[src/rtl/irq_priority_encoder8_pkg.sv]
// Shared constants and types for the 8-line registered priority encoder.
package irq_enc_pkg;

    localparam int unsigned N     = 8;
    localparam int unsigned IDX_W = 3;

    typedef logic [N-1:0]     req_vec_t;
    typedef logic [IDX_W-1:0] idx_t;

    typedef enum logic {
        IDLE    = 1'b0,
        PRESENT = 1'b1
    } state_t;

endpackage

[src/rtl/irq_priority_encoder8_if.sv]
// Index handshake between the encoder (master) and its consumer (slave).
interface irq_priority_encoder8_if;
    import irq_enc_pkg::*;

    idx_t code_o;
    logic valid_o;
    logic ready_i;

    modport master (output code_o, output valid_o, input ready_i);
    modport slave  (input code_o, input valid_o, output ready_i);

endinterface

[src/rtl/irq_priority_encoder8_prio_enc8.sv]
// Combinational 8-to-3 priority encoder: bit 7 has the highest priority.
module prio_enc8
    import irq_enc_pkg::*;
(
    input  req_vec_t vec_i,
    output idx_t     idx_o,
    output logic     any_o
);

    // Ascending scan so the highest set bit is the last to assign the index.
    always_comb begin
        idx_o = '0;
        any_o = 1'b0;
        for (int unsigned i = 0; i < N; i++) begin
            if (vec_i[i]) begin
                idx_o = IDX_W'(i);
                any_o = 1'b1;
            end
        end
    end

endmodule

[src/rtl/irq_priority_encoder8.sv]
// Registered 8-to-3 priority encoder with rising-edge request capture,
// valid/ready index handshake and sticky overflow flag.
// Optional macro IRQ_PRIORITY_ENCODER8_MASK_EN adds mask_i, which excludes
// lines from selection without stopping capture or overflow detection.
module irq_priority_encoder8
    import irq_enc_pkg::*;
(
    input  logic                           clk,
    input  logic                           rst_n,
    input  req_vec_t                       req_i,
`ifdef IRQ_PRIORITY_ENCODER8_MASK_EN
    input  req_vec_t                       mask_i,
`endif
    input  logic                           ovf_clr_i,
    output req_vec_t                       pending_o,
    output logic                           ovf_o,
    irq_priority_encoder8_if.master        enc_if
);

    state_t   state_q, state_d;
    req_vec_t req_q;
    req_vec_t pending_q, pending_d;
    idx_t     code_q, code_d;
    logic     valid_q, valid_d;
    logic     ovf_q, ovf_d;

    req_vec_t rise;
    req_vec_t clr_vec;
    req_vec_t sel_vec;
    logic     accept;
    idx_t     sel_idx;
    logic     sel_any;

`ifdef IRQ_PRIORITY_ENCODER8_MASK_EN
    assign sel_vec = pending_q & ~mask_i;
`else
    assign sel_vec = pending_q;
`endif

    prio_enc8 u_prio_enc8 (
        .vec_i (sel_vec),
        .idx_o (sel_idx),
        .any_o (sel_any)
    );

    assign rise   = req_i & ~req_q;
    assign accept = (state_q == PRESENT) && valid_q && enc_if.ready_i;

    // Pending update: a new edge on the accepted line re-sets it (set wins);
    // an edge on a still-pending line that is not being cleared is an overflow.
    always_comb begin
        clr_vec = '0;
        if (accept) begin
            clr_vec[code_q] = 1'b1;
        end
        pending_d = (pending_q & ~clr_vec) | rise;
        ovf_d     = ovf_q;
        if (|(rise & pending_q & ~clr_vec)) begin
            ovf_d = 1'b1;
        end else if (ovf_clr_i) begin
            ovf_d = 1'b0;
        end
    end

    // Handshake FSM: pick the highest selectable line in IDLE, hold it in PRESENT.
    always_comb begin
        state_d = state_q;
        code_d  = code_q;
        valid_d = valid_q;
        unique case (state_q)
            IDLE: begin
                if (sel_any) begin
                    code_d  = sel_idx;
                    valid_d = 1'b1;
                    state_d = PRESENT;
                end
            end
            PRESENT: begin
                if (accept) begin
                    valid_d = 1'b0;
                    state_d = IDLE;
                end
            end
            default: begin
                state_d = IDLE;
                valid_d = 1'b0;
            end
        endcase
    end

    // State and datapath registers.
    always_ff @(posedge clk or negedge rst_n) begin
        if (!rst_n) begin
            state_q   <= IDLE;
            req_q     <= '0;
            pending_q <= '0;
            code_q    <= '0;
            valid_q   <= 1'b0;
            ovf_q     <= 1'b0;
        end else begin
            state_q   <= state_d;
            req_q     <= req_i;
            pending_q <= pending_d;
            code_q    <= code_d;
            valid_q   <= valid_d;
            ovf_q     <= ovf_d;
        end
    end

    assign enc_if.code_o  = code_q;
    assign enc_if.valid_o = valid_q;
    assign pending_o      = pending_q;
    assign ovf_o          = ovf_q;

endmodule

[src/flat_wrapper.sv]
// flat-port wrapper written by rule: the top's interface ports become plain ports
module irq_priority_encoder8_flat import irq_enc_pkg::*;
  (clk, rst_n, req_i, ovf_clr_i, pending_o, ovf_o, enc_if_code_o, enc_if_valid_o, enc_if_ready_i);
  irq_priority_encoder8_if enc_if_i ();
  input  logic clk;
  input  logic rst_n;
  input  req_vec_t req_i;
  input  logic ovf_clr_i;
  output req_vec_t pending_o;
  output logic ovf_o;
  output wire logic [$bits(enc_if_i.code_o)-1:0] enc_if_code_o;
  output wire logic [$bits(enc_if_i.valid_o)-1:0] enc_if_valid_o;
  input wire logic [$bits(enc_if_i.ready_i)-1:0] enc_if_ready_i;
  assign enc_if_code_o = enc_if_i.code_o;
  assign enc_if_valid_o = enc_if_i.valid_o;
  assign enc_if_i.ready_i = enc_if_ready_i;
  irq_priority_encoder8 u_core (.clk(clk), .rst_n(rst_n), .req_i(req_i), .ovf_clr_i(ovf_clr_i), .pending_o(pending_o), .ovf_o(ovf_o), .enc_if(enc_if_i));
endmodule
[config.mk]
export PLATFORM = sky130hd
export DESIGN_NAME = irq_priority_encoder8_flat
export DESIGN_NICKNAME = d
export VERILOG_FILES = /design/src/rtl/irq_priority_encoder8_pkg.sv /design/src/rtl/irq_priority_encoder8_if.sv /design/src/rtl/irq_priority_encoder8_prio_enc8.sv /design/src/rtl/irq_priority_encoder8.sv /design/src/flat_wrapper.sv
export SDC_FILE = /design/constraint.sdc
export NUM_CORES = 1
export LEC_CHECK = 0
export CAP_MARGIN = 10
export CORE_UTILIZATION = 45
export DETAILED_ROUTE_END_ITERATION = 12
export GPL_TIMING_DRIVEN = 0
export HOLD_SLACK_MARGIN = 0.02
export PLACE_DENSITY = 0.76
export SLEW_MARGIN = 10
export SYNTH_ARGS = -nofsm -noshare
export SYNTH_HDL_FRONTEND = slang
export SYNTH_SLANG_ARGS = --single-unit
[constraint.sdc]
create_clock -name clk -period 1.9 [get_ports clk]
set_input_delay 0.38 -clock clk [delete_from_list [all_inputs] [get_ports clk]]
set_output_delay 0.38 -clock clk [all_outputs]
set_load 0.005 [all_outputs]
==> metrics.csv <==
metric;value;unit
run_status;finished, final reports clean;
postSynthNetCount;92;
finalSetupViolations;0;
max_h_tree_level;1;
synth-warning-count;0;
worst_hold_startpoint;u_core.req_q[5];
place.detailed.instances;129;
number_of_diodes;0;
slowest_delay;0.51;ns
fin_tns_setup;0;ns
ctsRootBufferMaster;clkbuf_4;
fill_cells;143;
antenna_violating_nets_post_route;0;
hold-path-endpoint;u_core.pending_o[5];
power-per-cell-area;1090;nW/um^2
most_frequent_cells_in_the_layout;23 x clkdlybuf4s50_1, 21 x dfrtp_1, 8 x nand2b_1, 8 x nand2_1, 6 x o21ai_0;
slew_violations;0;
drc_errors;0;
fin_worst_skew;0.00204;ns
clk_pin_slew_worst_paths;0.11;ns
first_pass_grt_wire_length;2.76;mm
yosysUniqueCellTypes;24;
crit_slowest_cell;or4_1;
effective_utilization_at_floorplan;49.1;%
drtPass1Iterations;4;
globalRouteMet1Util;25.7;%
crit-reg2reg-launch;u_core.enc_if.code_o[0];
post_synth_inst_count;80;
clock_latency;0.29;ns
cp_num_buf_inv;0;
cts_post_setup_buffers_inserted;0;
layout_commonest_cell;clkdlybuf4s50_1;
global_route_met3_usage;2.35;%
routed_wirelength;1.78;mm
worst_pin_slew;0.951;ns
critical_path_peak_fanout;8;
ys_seq_elements;22;
setup_repair_after_global_routing_missed_its_margin;false;
fin_cells;132;
crit_family;simple AND/OR/NAND/NOR gates;
worst_ep_arrival_time;1.97;ns
power.leakage;0.466;nW
grt_start_max_net_pins;23;
fmaxAchievable;557;MHz
area.sequential;552;sq um
grt_overflow;0;
regToRegSetupSlack;0.10;ns
core_area;1780;sq um
ios;25;
initial_antenna_violation_count;0;
tritoncts.num_buffers;3;
fp.dieArea;2130;sq um
period_share;94.5;%
final_hold_viol_count;0;
die_w;46.1;um
final_nets;121;
layer_carrying_the_most_global_route_usage;met2;
hold_path_class;reg2reg;
critical_path.cell_chain;or3b_1 -> o21ai_2 -> o22ai_1 -> or4_1;
cp.required;2.07;ns
worst_ir_drop_vdd;594;uV
route.detailed.vias_per_inst;5.55;
grt.met2_usage;29.9;%
timing_worst_setup_path_type;reg2reg;
io_buffer_count;24;
first_global_vias;638;
worstReg2RegEnd;u_core.ovf_o;
clkSinkCount;22;
post_cts_hold_buffer_count;0;
cts_tree;yes;
multiInputGateArea;319;sq um
dp.final_hpwl;1.35;mm
rr_worst_depth;4;
post_synth_design_cell_area;876;sq um
syn_area_per_cell;10.9;sq um
cp-end-kind;flop;
detail_route.wl_per_cell;13.5;um
startpoint_type;flop;
period_needed;1.80;ns
ctsResizeCount;2;
die_h;46.1;um
yosysSeqAreaShare;62.9;%
rows;15;
first_iter_violations;10;
final_layout_size_suffix_gt1_share;6.54;%
maxSlewHeadroom;36.4;%
detailroute.via_count;732;
ctsLongestPathBuffers;2;
max-cap-violations;0;
globalplace.congestion;0.849;
grt_use_total;18.9;%
hold_slack;0.470;ns
holdPathStages;1;
area.growth.synth_to_final;34.6;%
## cell type report
class	count	share of cell area, %
inverter	4	1.27
multi-input combinational	54	27.1
sequential	22	46.8
clock buffer	3	1.91
tap	25	2.65
timing repair buffer	24	20.3
## routing by layer
| layer | wire [um] | share of wire [%] |
|---|---|---|
| met1 | 805 | 45 |
| met2 | 881 | 50 |
| met3 | 70 | 3.9 |
| met4 | 21 | 1.2 |
| met5 | 0 | 0 |
## synthesized netlist by cell type
library cell | count | share of area (%)
o21ai_0 | 7 | 4.0
nand3b_1 | 1 | 0.86
o32ai_1 | 1 | 1.0
o31ai_1 | 2 | 1.7
nand3_1 | 2 | 1.1
o21bai_1 | 1 | 0.86
o221ai_1 | 1 | 1.0
nand2b_1 | 8 | 5.7
nand2_1 | 8 | 3.4
o22ai_1 | 2 | 1.4
or4_1 | 1 | 0.86
dfrtp_1 | 22 | 63
nor4_1 | 2 | 1.4
or3b_1 | 1 | 1.0
nor2_1 | 4 | 1.7
inv_1 | 4 | 1.7
nor3_1 | 2 | 1.1
o311ai_0 | 1 | 1.0
a31oi_1 | 2 | 1.4
o21ai_1 | 2 | 1.1
nand3b_2 | 1 | 1.3
a21o_1 | 1 | 0.86
nor2b_1 | 1 | 0.71
a21oi_1 | 3 | 1.7
## cells by family after synthesis
kind of cell	after synthesis	share of synthesized area (%)
and+or+nand+nor	31	19.3
buffers and inverters	4	1.71
DFF	22	62.9
AOI/OAI and AO/OA	23	16.1
## how the worst max path moves through the flow
stage,start,to,slack [ns],cells after the start
2_1_floorplan,u_core.enc_if.code_o[0],u_core.ovf_o,0.25,4
3_3_place_gp,enc_if_ready_i,u_core.ovf_o,-0.40,5
3_5_place_dp,enc_if_ready_i,u_core.ovf_o,-0.40,5
4_1_cts,u_core.enc_if.code_o[0],u_core.ovf_o,0.06,4
5_1_grt,u_core.state_q,u_core.ovf_o,0.03,4
6_report,u_core.enc_if.code_o[0],u_core.ovf_o,0.10,4
## sequential cells by signal, indices dropped and copies added (netlist names)
register,cells
u_core.pending_o,8
u_core.req_q,8
u_core.enc_if.code_o,3
u_core.enc_if.valid_o,1
u_core.ovf_o,1
u_core.state_q,1
## report_power, final
part           switching, mW  internal [mW]  total (mW)  leakage (nW)
registers              0.128          0.559       0.687         0.227
clock network          0.127         0.0737       0.201        0.0138
logic                  0.173          0.225       0.398         0.226
## metrics by stage
stage	setup WS (ns)	area [sq um]	util [%]	total power [mW]
2_1_floorplan	0.252	876	-	0.840
3_3_place_gp	-0.402	1150	64.4	1.06
3_5_place_dp	-0.397	1150	64.4	1.08
4_1_cts	0.0629	1170	65.5	1.28
5_1_grt	0.0294	1180	66.1	1.38
6_report	0.104	1180	66.1	1.29
(Power assumes the default switching activity.)
